File: src/rtl/smac_pkg.sv
// Shared constants for the activation serial link (transmit shift register
// and receive demodulator).
//   PA_DEF : default word width / serial bits per word
//   cnt_w  : width of a modulo-pa bit counter
package smac_pkg;

   localparam int unsigned PA_DEF = 8;

   // Bit-counter width for a modulo-pa counter; never narrower than 1 bit.
   function automatic int unsigned cnt_w(input int unsigned pa);
      return (pa < 2) ? 1 : $clog2(pa);
   endfunction

endpackage

File: src/rtl/smac_bit_cnt.sv
// Modulo-Pa serial bit counter.
//   clk, rst_n : clock, async active-low reset
//   clr        : synchronous clear (wins over en)
//   en         : count one bit
//   cnt        : current bit count, 0..Pa-1
//   tc_c       : combinational terminal count, en on the last bit of a word
module smac_bit_cnt
   import smac_pkg::*;
#(
   parameter  int unsigned Pa = PA_DEF,
   localparam int unsigned CW = cnt_w(Pa)
) (
   input  logic          clk,
   input  logic          rst_n,
   input  logic          clr,
   input  logic          en,
   output logic [CW-1:0] cnt,
   output logic          tc_c
);

   localparam logic [CW-1:0] LAST = CW'(Pa - 1);

   // Compare against Pa-1 so non-power-of-2 widths wrap correctly.
   assign tc_c = en && (cnt == LAST);

   always_ff @(posedge clk or negedge rst_n) begin
      if (!rst_n) begin
         cnt <= '0;
      end else if (clr) begin
         cnt <= '0;
      end else if (en) begin
         cnt <= (cnt == LAST) ? '0 : cnt + CW'(1);
      end
   end

endmodule

File: src/rtl/activ_demod_sr.sv
// Activation serial link receiver: collects an LSB-first bit stream into
// Pa-bit words and presents them on a one-entry valid/ready output buffer.
// The serial side cannot be stalled, so a word completing while the buffer
// is full is dropped and flagged on the sticky ovf.
//   clk, rst_n : clock, async active-low reset
//   cl_en      : synchronous clear, same effect as reset
//   s_en       : serial strobe, in_ser sampled when high
//   in_ser     : serial data, LSB first
//   out_par    : buffered parallel word
//   out_valid  : out_par holds an unconsumed word
//   out_ready  : consumer takes out_par when out_valid is high
//   busy       : partial word in progress (combinational)
//   ovf        : sticky overflow flag
module activ_demod_sr
   import smac_pkg::*;
#(
   parameter int unsigned Pa = PA_DEF
) (
   input  logic          clk,
   input  logic          rst_n,
   input  logic          cl_en,
   input  logic          s_en,
   input  logic          in_ser,
   output logic [Pa-1:0] out_par,
   output logic          out_valid,
   input  logic          out_ready,
   output logic          busy,
   output logic          ovf
);

   localparam int unsigned CW = cnt_w(Pa);

   // Only the upper Pa-1 bits of the shift register are kept: bit 0 would
   // just fall off on the next strobe and is never needed.
   logic [Pa-2:0] shreg;
   logic [Pa-1:0] word_c;
   logic [CW-1:0] cnt;
   logic          done_c;

   assign word_c = {in_ser, shreg};
   assign busy   = (cnt != '0);

   smac_bit_cnt #(.Pa(Pa)) u_cnt (
      .clk   (clk),
      .rst_n (rst_n),
      .clr   (cl_en),
      .en    (s_en),
      .cnt   (cnt),
      .tc_c  (done_c)
   );

   // Shift path.
   always_ff @(posedge clk or negedge rst_n) begin
      if (!rst_n) begin
         shreg <= '0;
      end else if (cl_en) begin
         shreg <= '0;
      end else if (s_en) begin
         shreg <= word_c[Pa-1:1];
      end
   end

   // Output buffer: completed word bypasses shreg straight into out_par.
   always_ff @(posedge clk or negedge rst_n) begin
      if (!rst_n) begin
         out_par   <= '0;
         out_valid <= 1'b0;
         ovf       <= 1'b0;
      end else if (cl_en) begin
         out_par   <= '0;
         out_valid <= 1'b0;
         ovf       <= 1'b0;
      end else if (done_c && (!out_valid || out_ready)) begin
         out_par   <= word_c;
         out_valid <= 1'b1;
      end else if (done_c) begin
         ovf       <= 1'b1;
      end else if (out_valid && out_ready) begin
         out_valid <= 1'b0;
      end
   end

endmodule

File: config.mk
export PLATFORM = sky130hd
export DESIGN_NAME = activ_demod_sr
export DESIGN_NICKNAME = d
export VERILOG_FILES = /design/src/rtl/smac_pkg.sv /design/src/rtl/smac_bit_cnt.sv /design/src/rtl/activ_demod_sr.sv
export SDC_FILE = /design/constraint.sdc
export NUM_CORES = 1
export LEC_CHECK = 0
export ABC_AREA = 1
export CORE_MARGIN = 1.5
export CORE_UTILIZATION = 45
export DETAILED_ROUTE_END_ITERATION = 12
export GPL_TIMING_DRIVEN = 0
export MAX_ROUTING_LAYER = met4
export PLACE_DENSITY = 0.73
export SLEW_MARGIN = 20
export SYNTH_ARGS = -nofsm -noshare
export SYNTH_HDL_FRONTEND = slang
export SYNTH_SLANG_ARGS = --single-unit
File: constraint.sdc
create_clock -name clk -period 1.42 [get_ports clk]
set_clock_uncertainty 0.2 [all_clocks]
set_input_delay 0.355 -clock clk [delete_from_list [all_inputs] [get_ports clk]]
set_output_delay 0.355 -clock clk [all_outputs]
set_load 0.01 [all_outputs]
# After elaboration in Yosys (flattened, before gate mapping)
# Cells that the tools add are included.
[word_totals]
ff_bits = 20
inputBits = 6
word_cells = 35
output_inout_bits = 11
[op_classes]
eq_ne = 3
n_addsub = 1
n_reduce_logical = 12
n_mux = 14
[ops]
columns = ["cell", "n"]
rows = [
  ["$mux 8", 2],
  ["$mux 7", 2],
  ["$mux 3", 3],
  ["$mux 1", 7],
  ["$reduce_bool 2->1", 3],
  ["$reduce_bool 3->1", 2],
  ["$reduce_and 2->1", 2],
  ["$add 3x1->3 const B", 1],
  ["$eq 3x3->1 const B", 1],
  ["$logic_and 1x1->1", 3],
  ["$ne 3x2->1 const B", 1],
  ["$ne 2x2->1 const B", 1],
  ["$logic_not 1->1", 1],
  ["$logic_or 1x1->1", 1],
]

# Depth between registers and ports, before layout
# Gate-level depths: netlist of the first run.
[logic_depth]
word_depth = 5
depth_mapped = 7
depth_no_buf = 7

# Hierarchy
# Synthesis of the first run repeated with hierarchy kept, for this count alone.
[hier_totals]
hier_cells = 100
hier_area_um2 = 889.6
[by_module_without_submodules]
columns = ["mod", "area_per_inst_um2", "instances", "cells_per_inst", "seq_area_each_um2"]
rows = [
  ["activ_demod_sr", 726.9, 1, 79, 425.4],
  ["smac_bit_cnt", 162.7, 1, 21, 75.1],
]

# Worst setup path after synthesis of the first run
# No wires, ideal clock.
[synth_path]
path_kind = "reg-to-reg"
start = "register u_cnt.cnt[0]"
end = "register out_par[0]"
slack_ns = -0.029
t_required_ns = 1.155
setup_time_ns = 0.065
period_less_slack_ns = 1.449
stages_incl_launch_ff = 8
t_arrival_ns = 1.184
n_path_buf = 0
cell_sequence = "dfrtp_1 -> ha_1 -> ha_1 -> nand2_1 -> inv_1 -> nand2_2 -> nand3_1 -> nand2_1"
[synth_via]
elab_chain_len = 4
[synth_lines]
columns = ["item", "line", "rtl"]
rows = [
  ["from (decl)", "smac_bit_cnt.sv:17", "output logic [CW-1:0] cnt,"],
  ["from (signal assigned)", "smac_bit_cnt.sv:32", "cnt <= (cnt == LAST) ? '0 : cnt + CW'(1);"],
  ["$eq 3x3->1", "smac_bit_cnt.sv:24", "assign tc_c = en && (cnt == LAST);"],
  ["$logic_and 1x1->1", "smac_bit_cnt.sv:24", ""],
  ["$logic_and 1x1->1", "activ_demod_sr.sv:73", "end else if (done_c && (!out_valid || out_ready)) begin"],
  ["$reduce_bool 2->1 (no source line)", "-", ""],
  ["to (signal assigned)", "activ_demod_sr.sv:74", "out_par <= word_c;"],
  ["to (decl)", "activ_demod_sr.sv:24", "output logic [Pa-1:0] out_par,"],
]
# Every way passes these cells.
# A chain may end at the register's enable or synchronous reset.

# Worst setup path in the final report of the first run
[layout_path]
start = "register u_cnt.cnt[1]"
end = "output port busy"
[layout_via]
elab_chain_len = 1
[layout_lines]
columns = ["item", "line", "rtl"]
rows = [
  ["$reduce_bool 3->1", "activ_demod_sr.sv:41", "assign busy = (cnt != '0);"],
  ["to (decl)", "activ_demod_sr.sv:27", "output logic busy,"],
]
# Every way passes these cells.

==> reports/metrics.yaml, run 1 <==
grt_max_degree: 21
ys_async_sr_fraction_pct: 100
period_needed_ps: 1630
synth_top_area_cell: "dfrtp_1"
pre_cts_ws_ps: -359
cp.required_ps: 870
ff_latch_area_um2: 500
grt_pass1_vias: 723
synthDistinctLibCells: 13
synth_fp_nets: 115
synth_seq_area_share_pct: 53.3
powerDensity_mw_per_mm2: 776
grt_first_pass_wirelength_um: 3190
detail-route-antenna-nets: 0
cp-end-kind: "output pin"
synth_ff_type: "dfrtp_1"
fp.dieH_um: 48.7
clkTransAtPathRegs_ps: 100
antenna_found_initial: 0
clkSinkCount: 20
fin_crit_sh_pct: 115
yosysMostFrequentCell: "nand2_1"
synth_edf_count: 0
hp-class: "input port to async pin"
report.final.slew_viol_count: 0
yosys_warnings: 0
fin_setup_tns_ps: -1310
synthTopCellsByCount: "nand2_1 (27), dfrtp_1 (20), inv_1 (16)"
setup_ws_ps: -210
final_net_count: 146
vias_per_cell: 4.85
overflow: 0
area_growth_syn_to_layout_pct: 31.0
cts_made_buffers: 3
routed_wl_um: 1810
peakVddDrop_v: 0.000528
yosysTopAreaCellShare_pct: 53.3
cts_buffer_depth: 2
firstDrtPassIters: 4
io_buffers: 16
violations: "hold timing, setup timing"
status: "complete, but fails checks"
cts_max_level: 1
num_antenna_cells: 0
syn_area_per_cell_um2: 8.86
drtIter0Drc: 24
cellLeakagePower_nw: 0.657
grt_setup_unrepaired: "true"
gp_congestion: 0.760
core_mm2: 0.00196
initial_core_util_pct: 47.9
netlist_instances: 106
die_area_mm2: 0.00237
die_w_um: 48.7
r2r_cells: 8
tritoncts: "done"
hold_viol_final: 20
worstSetupPathType: "register to output pin"
fp-row-count: 16
multi_input_area_um2: 405
tightest_slew_ps: 860
timing.fmax_mhz: 613
nFillCells: 185
dp_hpwl_um: 1230
startpoint_type: "register"
slew_headroom_pct: 42.6
fin_util_pct: 62.8
arrival_ps: 1080
wl_per_cell_um: 11.2
power_mw: 0.955
grt_use_total_pct: 17.8
cp_max_fo: 2
synth-seq-cells: 20
synth_area_leaders: "dfrtp_1 (53%), nand2_1 (11%), o21ai_2 (9.3%)"
cap_violations: 0
cts_root_buf: "clkbuf_4"
io_pins: 17
whs_ps: -45.0
final-setup-viol-count: 11
final_layout_size_suffix_gt1_share_pct: 38.5
insertion_delay_ps: 290
via_count: 785
drc: 0
syn_area_um2: 940
## cells in the final DEF (no fill, tap or decap), drive strengths merged
master and count:
or2 1, nand2 28, clkdlybuf4s50 4, dlymetal6s2s 1, o21ai 10, clkbuf 3
buf 25, nor2 11, ha 3, nand3 11, inv 16, dfrtp 20
a21oi 2
## state kept, by name, indices dropped and copies added, names as in the netlist
name,count
out_par,8
ovf,1
u_cnt.cnt,3
out_valid,1
shreg,7
## through the flow
stage	instances	cell area (um^2)
global placement	149	1140
CTS	162	1200
floorplan	106	942
global route	162	1230
detailed placement	149	1140
finish	162	1230
## per-layer routing
metal | global-route usage, % | up-vias | part of all wire [%]
met5 | - | - | 0
met4 | 5.71 | 0 | 1.6
met3 | 3.40 | 5 | 4.8
met2 | 28.5 | 23 | 51
met1 | 22.9 | 371 | 42
li1 | - | 386 | -
## critical path: stages (launching register included)
cell and delay, ps:
dfrtp_1 410, inv_2 90, ha_4 120, nand2_1 40
buf_2 130
## path summary, 6_finish.rpt
path | slack [ps] | endpoint | start
setup / recovery | -210 | busy | u_cnt.cnt[1]
hold / removal | -50 | shreg[4] | rst_n
setup reg to reg | -170 | out_par[7] | u_cnt.cnt[0]
hold reg to reg | 310 | out_par[3] | out_par[3]
max in group asynchronous | 540 | out_par[6] | rst_n
min in group clk | 310 | out_par[3] | out_par[3]
## repair_timing
action,in CTS,in global routing
resized for setup,51,8
setup endpoints to repair,20,34
pin swaps,4,4
hold buffers,0,0
buffers inserted,10,0
## power breakdown
group | total (mW) | switching, mW | internal [mW]
Sequential | 0.582 | 0.00455 | 0.577
Clock | 0.256 | 0.157 | 0.0986
Combinational | 0.117 | 0.0649 | 0.0522
## cells by family after synthesis
kind of cell / share of synthesized area, %
DFF: 53.3
and+or+nand+nor: 23.2
buffers and inverters: 9.19
adders and majority gates: 4.00
AOI/OAI and AO/OA: 10.4
## final cells by class
type | instances | share of cell area, %
plain buffers | 4 | 2.13
repair buffers | 26 | 14.8
clock buffers | 3 | 1.83
well taps | 27 | 2.74
multi-input cells | 66 | 32.9
flip-flops and latches | 20 | 40.7
inverters | 16 | 4.88
Note: power is estimated with default switching activity, not from simulation.
==> inputs of run 2 (changes only) <==
--- a/config.mk
+++ b/config.mk
@@ -12,6 +12,7 @@
 export GPL_TIMING_DRIVEN = 0
 export MAX_ROUTING_LAYER = met4
 export PLACE_DENSITY = 0.73
+export SKIP_CTS_REPAIR_TIMING = 1
 export SLEW_MARGIN = 20
 export SYNTH_ARGS = -nofsm -noshare
 export SYNTH_HDL_FRONTEND = slang
==> run 2 against run 1 <==
The flow still finishes with violations (hold timing, setup timing). Die area did not move. Critical path depth did not move. Core utilization fell by 2.7 points. Global-route usage fell by 1.6 points. Clock-buffer cell count did not move. Final area fell by 4.3%. Largest cell class unchanged.
==> reports/metrics.yaml, run 2 (synthesis gave the netlist of run 1 again) <==
core_mm2: 0.00196
switching_share_pct: 23.6
timing.fmax_mhz: 616
fin_area_mm2: 0.00118
initial_core_util_pct: 47.9
final_layout_size_suffix_gt1_share_pct: 32.8
tritoncts: "done"
power_mw: 0.941
worstSetupPathType: "register to output pin"
dpl_cell_area_mm2: 0.00114
worstPathCellList: "inv_2, ha_4, nand2_1, buf_2"
clkTransAtPathRegs_ps: 100
io_pins: 17
cts_made_buffers: 3
cellLeakagePower_nw: 0.630
tightest_slew_ps: 874
vias_per_cell: 4.63
intPower_mw: 0.719
insertion_delay_ps: 290
largest_register_ffs: 8
cts_max_level: 1
slew_headroom_pct: 41.6
fp.dieH_um: 48.7
powerDensity_mw_per_mm2: 798
cp_slowest_stage_delay_ps: 400
dp_hpwl_um: 1230
routed_wl_um: 1740
cap_violations: 0
regMostFlops: "out_par"
drtIter0Drc: 16
detail-route-antenna-nets: 0
status: "complete, but fails checks"
whs_ps: -35.4
setup_ws_ps: -202
clkSinkCount: 20
cts_root_buf: "clkbuf_4"
overflow: 0
grt_use_total_pct: 16.2
via_count: 732
period_needed_ps: 1620
placed_cells: 149
firstDrtPassIters: 5
final-setup-viol-count: 12
die_area_mm2: 0.00237
slowest_stage: "dfrtp_1"
violations: "hold timing, setup timing"
startpoint_type: "register"
fin_util_pct: 60.1
hp-class: "input port to async pin"
layout_commonest_cell: "nand2_1"
grt_setup_unrepaired: "true"
io_buffers: 16
nFillCells: 195
hold_viol_final: 20
cp.required_ps: 870
grt_first_pass_wirelength_um: 2900
drc: 0
antenna_found_initial: 0
cp-end-kind: "output pin"
p_sw_mw: 0.222
reg.largest.list: "out_par: 8 flops, shreg: 7 flops, u_cnt.cnt: 3 flops"
fin_cells: 158
cp_max_fo: 2
wl_per_cell_um: 11.0
pwr-share-clk_pct: 27.2
num_antenna_cells: 0
seq_power_share_pct: 61.8
area_growth_syn_to_layout_pct: 25.4
fin_crit_sh_pct: 114
arrival_ps: 1070
fp-row-count: 16
combPwrFrac_pct: 11.0
final_net_count: 142
peakVddDrop_v: 0.000529
cts_buffer_depth: 2
die_w_um: 48.7
grt_max_degree: 21
grt_pass1_vias: 653
gp_congestion: 0.760
report.final.slew_viol_count: 0
layout_common_cells: "nand2_1 (26), dfrtp_1 (20), inv_1 (13)"
## run 2: worst max-delay path, delay by kind of cell, from the launching register on
family	cells	cell delay [ps]
buf+inv	2	220
simple gates	1	40
flops	1	400
fa+ha+maj	1	120
## run 2: final timing paths
path / from / end / slack (ps) / cells past startpoint
hold reg to reg: out_par[5] / out_par[5] / 310 / 2
max in group asynchronous: rst_n / out_par[6] / 520 / 1
hold / removal: rst_n / out_valid / -40 / 1
min in group clk: out_par[5] / out_par[5] / 310 / 2
setup / recovery: u_cnt.cnt[0] / busy / -200 / 4
setup reg to reg: u_cnt.cnt[0] / out_par[7] / -190 / 8
## run 2: power groups by stage
stage	clock (mW)	sequential (mW)	combinational, mW
6_report	0.256	0.582	0.104
4_1_cts	0.265	0.582	0.0950
2_1_floorplan	0	0.592	0.0495
3_3_place_gp	0	0.593	0.0931
5_1_grt	0.286	0.582	0.116
3_5_place_dp	0	0.593	0.0949
## run 2: area by class of cell
cell class,count,area [um^2],area share [%]
flip-flops and latches,20,500,42.5
multi-input cells,66,383,32.5
repair buffers,22,153,13.0
inverters,16,60.1,5.10
well taps,27,33.8,2.87
plain buffers,4,26.3,2.23
clock buffers,3,22.5,1.91
## run 2: through the flow
stage               TNS [ps]  setup WS, ps
CTS                    -5120          -693
global route           -2440          -255
global placement       -9290          -346
finish                 -1540          -202
detailed placement     -8970          -359
floorplan                  0          7.23
## run 2: layer usage
metal	share of wire, %	up-vias	GRT usage [%]
met3	4.5	2	3.09
met2	49	19	24.9
met4	0.52	0	5.71
met5	0	-	-
li1	-	377	-
met1	46	334	21.6
